==> src/rtl/mvma_host_port_pkg.sv <==
// rtl/mvma_host_port_pkg.sv - shared sizes and state type for the MAC accelerator host port
package mvma_host_port_pkg;

   localparam int NROWS_A     = 3;
   localparam int NCOLS_A     = 3;
   localparam int NROWS_B     = 3;
   localparam int NCOLS_B     = 1;

   localparam int FRAME_SIZE  = NROWS_A * NCOLS_A + 2 * NROWS_B * NCOLS_B;
   localparam int NUM_OUT     = NROWS_A * NCOLS_B;
   localparam int FRAME_LSIZE = $clog2(FRAME_SIZE);
   localparam int RES_LSIZE   = $clog2(NUM_OUT);
   localparam int OVF_W       = $clog2(NUM_OUT + 1);
   localparam int TXC_W       = $clog2(FRAME_SIZE + 1);
   localparam int RXC_W       = $clog2(NUM_OUT + 1);

   typedef enum logic [1:0] {IDLE, RUN, DONE} host_state_t;

endpackage

==> src/rtl/mvma_host_port_mem.sv <==
// rtl/mvma_host_port_mem.sv - single-port-write, registered-read buffer
// Out-of-range writes are dropped and out-of-range reads return 0.
module mvma_host_port_mem #(
   parameter int WIDTH = 8,
   parameter int DEPTH = 15,
   parameter int AW    = 4
) (
   input  logic             clk,
   input  logic             reset,
   input  logic             we_i,
   input  logic [AW-1:0]    waddr_i,
   input  logic [WIDTH-1:0] wdata_i,
   input  logic [AW-1:0]    raddr_i,
   output logic [WIDTH-1:0] rdata_o
);

   logic [WIDTH-1:0] mem_q [DEPTH];

   always_ff @(posedge clk) begin
      if (we_i && (int'(waddr_i) < DEPTH)) begin
         mem_q[waddr_i] <= wdata_i;
      end
   end

   // Read samples the array before this cycle's write lands.
   always_ff @(posedge clk) begin
      if (reset) begin
         rdata_o <= '0;
      end else if (int'(raddr_i) < DEPTH) begin
         rdata_o <= mem_q[raddr_i];
      end else begin
         rdata_o <= '0;
      end
   end

endmodule

==> src/rtl/mvma_host_port.sv <==
// rtl/mvma_host_port.sv - host port: streams one frame to the MAC accelerator and buffers its results
module mvma_host_port
   import mvma_host_port_pkg::*;
#(
   parameter int TIMEOUT_CYC = 1024
) (
   input  logic                   clk,
   input  logic                   reset,
   input  logic                   cfg_wr_en,
   input  logic [FRAME_LSIZE-1:0] cfg_addr,
   input  logic signed [7:0]      cfg_wdata,
   input  logic                   start,
   output logic                   busy,
   output logic                   done,
   output logic                   err,
   input  logic [RES_LSIZE-1:0]   res_addr,
   output logic signed [15:0]     res_data,
   output logic                   res_ovf,
   output logic [OVF_W-1:0]       ovf_count,
   output logic signed [7:0]      tx_data,
   output logic                   tx_valid,
   input  logic                   tx_ready,
   input  logic signed [15:0]     rx_data,
   input  logic                   rx_valid,
   input  logic                   rx_overflow,
   output logic                   rx_ready,
   input  logic                   rx_stall
);

   localparam int WD_W = $clog2(TIMEOUT_CYC + 1);

   host_state_t      state_q;
   logic             busy_q, done_q, err_q, tx_valid_q;
   logic [7:0]       tx_data_q;
   logic [TXC_W-1:0] tx_cnt_q;
   logic [RXC_W-1:0] rx_cnt_q;
   logic [OVF_W-1:0] ovf_q;
   logic [WD_W-1:0]  wd_q;

   logic                   tx_fire, rx_fire, complete, timeout;
   logic [FRAME_LSIZE-1:0] frame_raddr_d;
   logic [7:0]             frame_rdata;
   logic [16:0]            res_rdata;

   assign tx_fire  = tx_valid_q && tx_ready;
   assign rx_ready = (state_q == RUN) && !rx_stall && (rx_cnt_q < RXC_W'(NUM_OUT));
   assign rx_fire  = rx_valid && rx_ready;
   assign complete = (tx_cnt_q == TXC_W'(FRAME_SIZE)) && (rx_cnt_q == RXC_W'(NUM_OUT));
   assign timeout  = !tx_fire && !rx_fire && (wd_q == WD_W'(TIMEOUT_CYC - 1));

   // Keep the read port one byte ahead of tx_data so a handshake can reload it at once.
   always_comb begin
      frame_raddr_d = '0;
      if (state_q == IDLE && start) begin
         frame_raddr_d = FRAME_LSIZE'(1);
      end else if (state_q == RUN) begin
         frame_raddr_d = tx_fire ? FRAME_LSIZE'(tx_cnt_q + TXC_W'(2))
                                 : FRAME_LSIZE'(tx_cnt_q + TXC_W'(1));
      end
   end

   mvma_host_port_mem #(.WIDTH(8), .DEPTH(FRAME_SIZE), .AW(FRAME_LSIZE)) u_frame (
      .clk     (clk),
      .reset   (reset),
      .we_i    (cfg_wr_en && (state_q != RUN)),
      .waddr_i (cfg_addr),
      .wdata_i (cfg_wdata),
      .raddr_i (frame_raddr_d),
      .rdata_o (frame_rdata)
   );

   mvma_host_port_mem #(.WIDTH(17), .DEPTH(NUM_OUT), .AW(RES_LSIZE)) u_result (
      .clk     (clk),
      .reset   (reset),
      .we_i    (rx_fire),
      .waddr_i (RES_LSIZE'(rx_cnt_q)),
      .wdata_i ({rx_overflow, rx_data}),
      .raddr_i (res_addr),
      .rdata_o (res_rdata)
   );

   always_ff @(posedge clk) begin
      if (reset) begin
         state_q    <= IDLE;
         busy_q     <= 1'b0;
         done_q     <= 1'b0;
         err_q      <= 1'b0;
         tx_valid_q <= 1'b0;
         tx_data_q  <= '0;
         tx_cnt_q   <= '0;
         rx_cnt_q   <= '0;
         ovf_q      <= '0;
         wd_q       <= '0;
      end else begin
         done_q <= 1'b0;
         unique case (state_q)
            IDLE: begin
               if (start) begin
                  state_q    <= RUN;
                  busy_q     <= 1'b1;
                  err_q      <= 1'b0;
                  ovf_q      <= '0;
                  tx_cnt_q   <= '0;
                  rx_cnt_q   <= '0;
                  wd_q       <= '0;
                  tx_data_q  <= frame_rdata;
                  tx_valid_q <= 1'b1;
               end
            end
            RUN: begin
               if (tx_fire) begin
                  tx_cnt_q <= tx_cnt_q + TXC_W'(1);
                  if (tx_cnt_q == TXC_W'(FRAME_SIZE - 1)) begin
                     tx_valid_q <= 1'b0;
                  end else begin
                     tx_data_q <= frame_rdata;
                  end
               end
               if (rx_fire) begin
                  rx_cnt_q <= rx_cnt_q + RXC_W'(1);
                  if (rx_overflow) begin
                     ovf_q <= ovf_q + OVF_W'(1);
                  end
               end
               wd_q <= (tx_fire || rx_fire) ? '0 : wd_q + WD_W'(1);
               if (complete || timeout) begin
                  state_q    <= DONE;
                  busy_q     <= 1'b0;
                  done_q     <= 1'b1;
                  tx_valid_q <= 1'b0;
                  err_q      <= !complete;
               end
            end
            DONE: begin
               state_q <= IDLE;
            end
            default: begin
               state_q <= IDLE;
            end
         endcase
      end
   end

   assign busy      = busy_q;
   assign done      = done_q;
   assign err       = err_q;
   assign tx_valid  = tx_valid_q;
   assign tx_data   = tx_data_q;
   assign ovf_count = ovf_q;
   assign res_data  = res_rdata[15:0];
   assign res_ovf   = res_rdata[16];

endmodule

==> config.mk <==
export PLATFORM = sky130hd
export DESIGN_NAME = mvma_host_port
export DESIGN_NICKNAME = d
export VERILOG_FILES = /design/src/rtl/mvma_host_port_pkg.sv /design/src/rtl/mvma_host_port_mem.sv /design/src/rtl/mvma_host_port.sv
export SDC_FILE = /design/constraint.sdc
export NUM_CORES = 1
export LEC_CHECK = 0
export CORE_MARGIN = 1
export CORE_UTILIZATION = 48
export DETAILED_ROUTE_END_ITERATION = 16
export GPL_TIMING_DRIVEN = 1
export PLACE_DENSITY = 0.68
export REMOVE_ABC_BUFFERS = 1
export SETUP_SLACK_MARGIN = 0.1
export SLEW_MARGIN = 20
export SYNTH_ARGS = -nofsm -noshare
export SYNTH_HDL_FRONTEND = slang
export SYNTH_SLANG_ARGS = --single-unit
==> constraint.sdc <==
create_clock -name clk -period 2.7 [get_ports clk]
set_input_delay 0.54 -clock clk [delete_from_list [all_inputs] [get_ports clk]]
set_output_delay 0.54 -clock clk [all_outputs]
set_load 0.01 [all_outputs]
==> impl_metrics.ini <==
[outcome]
status = finished with violations
violations = DRC

[timing]
period_share_pct = 93.00
maxSlewHeadroom_pct = 51.04
hold_ws_ns = 0.3940
worst_slew_pin_slew_ns = 0.7322
grt_setup_unrepaired = no
max_freq_mhz = 398.2
drv_slew = 0
setup_viol = 0
fin_skew_ns = 0.008802
period_minus_slack_ns = 2.511
hold_viol = 0
fin_ws_ns = 0.1890

[logic_synthesis]
synth_seq_area_share_pct = 69.78
async_flop_share_pct = 0
synth_enable_flop_cells = 171
syn_avg_cell_area_sq_um = 14.21
synth-seq-cells = 229
synthFlopType = edfxtp_1
yosysWarnings = 0
postSynthCellCount = 635
ys_types = 58
syn_area_sq_mm = 0.009022

[clock_network]
insertion_delay_ns = 0.51
clkTransAtPathRegs_ns = 0.06
clock_sinks = 229
cts_setup_buffers = 0
cts_tree = done
cts_buffers = 24
cts_hold_buf = 0
root_buffer = clkbuf_16
cts.path.max_buffers = 3
cts_max_level = 1

[critical_path]
crit_start = tx_cnt_q[0]$_SDFFE_PP0P_
max_stage_delay_ns = 0.51
cpMaxStageDelayCell = or4_1
crit_required_ns = 3.08
crit_buf_inv = 0
cp_top_family = simple AND/OR/NAND/NOR gates
endpoint_kind = flip-flop
critPathKind = reg2reg
critical_path.max_fanout = 7
arrival_ns = 2.89
critPathLaunchType = flip-flop
path_cells = ha_1 > xnor2_1 > a21o_1 > nor2_2 > mux4_2 > nor3b_1 > or4_1
rr_startpoint = tx_cnt_q[0]$_SDFFE_PP0P_

[drt]
firstDrtPassIters = 11
wirelength_um = 18700
ant_nets = 0
vias_per_cell = 5.569
vias = 5591
routed.top_layer = met4
drt_iter0_markers = 329
met3_length_um = 1010
route.detailed.drc = 8
wl_met1_um = 8380
met2WireLength_um = 8988
post_drt_wl_per_cell_um = 18.62

[place]
portBuffers = 69
place_ws_ns = -0.1507
gp_congestion = 0.8605
hpwl_um = 12450
post-place-cells = 960

[floorplanning]
fp.dieW_um = 139.1
coreArea_sq_mm = 0.01821
ios = 70
fp-row-count = 49
die-area_sq_mm = 0.01935
initial_utilization_pct = 49.55
die_h_um = 139.1

[grt]
overflow = 0
first_global_vias = 5415
gr-usage-all-layers_pct = 19.58
antenna_found_initial = 0
grt_max_degree = 38
grt_pass1_wl_um = 29560

[hold_path]
min_path_type = in2reg
hold_start = reset

[pwr]
vdd_drop_max_uv = 501.2
power-per-cell-area_mw_per_mm2 = 703.0
power_w = 0.007824
leakagePower_nw = 4.183

[final_layout]
syn_to_final_growth_pct = 23.35
drive_above_1_share_pct = 15.74
utilization_pct = 61.12
final_cells = 1004
antenna_cells = 0
fillers = 1324
layout.nets = 803

[run]
timing.max_cap.violations = 0
-- cells in the mapped netlist (3+ instances only) --
| cell | n | share of area, % |
|---|---|---|
| nand3_1 | 13 | 0.72 |
| nor2_1 | 80 | 3.3 |
| a221oi_1 | 8 | 0.78 |
| mux2_2 | 14 | 1.7 |
| nor3b_1 | 5 | 0.42 |
| nor3_1 | 17 | 0.94 |
| edfxtp_1 | 171 | 57 |
| mux2i_1 | 78 | 8.7 |
| nand2b_1 | 3 | 0.21 |
| clkbuf_1 | 15 | 0.62 |
| nand2_1 | 10 | 0.42 |
| ha_1 | 8 | 1.1 |
| a31oi_1 | 7 | 0.49 |
| a21o_1 | 3 | 0.25 |
| o21ai_0 | 28 | 1.6 |
| dfxtp_1 | 58 | 13 |
| a21oi_1 | 36 | 2.0 |
| and2_1 | 5 | 0.35 |
| and3_1 | 7 | 0.49 |
| buf_4 | 6 | 0.50 |
| buf_2 | 3 | 0.17 |
| a22oi_1 | 3 | 0.25 |
| o22ai_1 | 7 | 0.49 |
| inv_1 | 4 | 0.17 |
| buf_6 | 3 | 0.37 |
-- path summary, 6_finish.rpt --
path                                        end  slack (ns)  cells after the start
setup / recovery  u_frame.rdata_o[6]$_SDFF_PP0_        0.19                      7
hold / removal          tx_data[5]$_SDFFE_PP0P_        0.39                      2
setup reg to reg  u_frame.rdata_o[6]$_SDFF_PP0_        0.19                      7
hold reg to reg         tx_data[4]$_SDFFE_PP0P_        0.47                      2
-- area by class of cell --
cell class	count	area [sq um]	area share (%)
Inverter	5	18.77	0.1686
Clock buffer	26	639.4	5.745
Clock inverter	18	193.9	1.743
Timing Repair Buffer	124	1127	10.13
Multi-Input combinational cell	373	2567	23.07
Sequential cell	229	6296	56.57
Tap cell	229	286.5	2.574
-- sequential cells by signal, summed over array words and instances (netlist names), 4 cells and up --
register	flops
tx_cnt_q	4
u_result.mem_q	51
tx_data	8
wd_q	11
u_frame.mem_q	120
u_result.rdata_o	17
u_frame.rdata_o	8
-- layer usage --
layer / track usage (%) / vias up
met5: 0 / -
met4: 4.854 / 0
met3: 3.798 / 32
met2: 32.78 / 151
met1: 26.30 / 2751
li1: - / 2657
-- cells by family (layout without fill, tap and decap cells) --
| family | Yosys count | after routing | synth area share [%] |
|---|---|---|---|
| compound gates | 108 | 108 | 7.488 |
| xor+xnor | 4 | 4 | 0.3884 |
| fa+ha+maj | 8 | 8 | 1.109 |
| buf+inv | 33 | 173 | 1.913 |
| flops | 229 | 229 | 69.78 |
| mux | 94 | 94 | 10.78 |
| simple gates | 159 | 159 | 8.543 |
-- worst register-to-register path, cell delays in order, from the launching register on --
cell	delay (ns)
dfxtp_1	0.47
ha_1	0.28
xnor2_1	0.13
a21o_1	0.22
nor2_2	0.12
mux4_2	0.50
nor3b_1	0.16
or4_1	0.51
-- through the flow --
step | cell area, sq um | setup TNS (ns)
floorplan | 8869 | -2.869
global placement | 10280 | -0.2924
detailed placement | 10280 | -0.7667
CTS | 11120 | 0
global route | 11130 | 0
finish | 11130 | 0
-- report_power, final --
| group | leakage, nW | switching, W | internal [W] |
|---|---|---|---|
| clock | 0.410 | 0.00129 | 0.00209 |
| sequential | 2.02 | 0.0000297 | 0.00384 |
| combinational | 1.76 | 0.000301 | 0.000269 |
| total | 4.18 | 0.00162 | 0.00620 |
-- cell usage in the layout, fill, tap and decap left out, types with 5 or more instances in the layout --
master,synthesis,routed
nor2_1,80,80
nand3_1,13,13
ha_1,8,8
o21ai_0,28,28
mux2_2,14,14
and3_1,7,7
and2_1,5,5
nand2_1,10,10
clkdlybuf4s50_1,0,68
a31oi_1,7,7
mux2i_1,78,78
o22ai_1,7,7
clkbuf_16,0,25
edfxtp_1,171,171
a221oi_1,8,8
dfxtp_1,58,58
clkinv_2,0,7
buf_4,6,52
nor3_1,17,17
a21oi_1,36,36
nor3b_1,5,5
-- what timing repair did --
item                                    in CTS  in global routing
endpoints found under the setup margin       1                  5
cloned                                       0                  0
resized for setup                            1                  2
pin swaps                                    0                  0
Note: power is estimated with default switching activity, not from simulation.
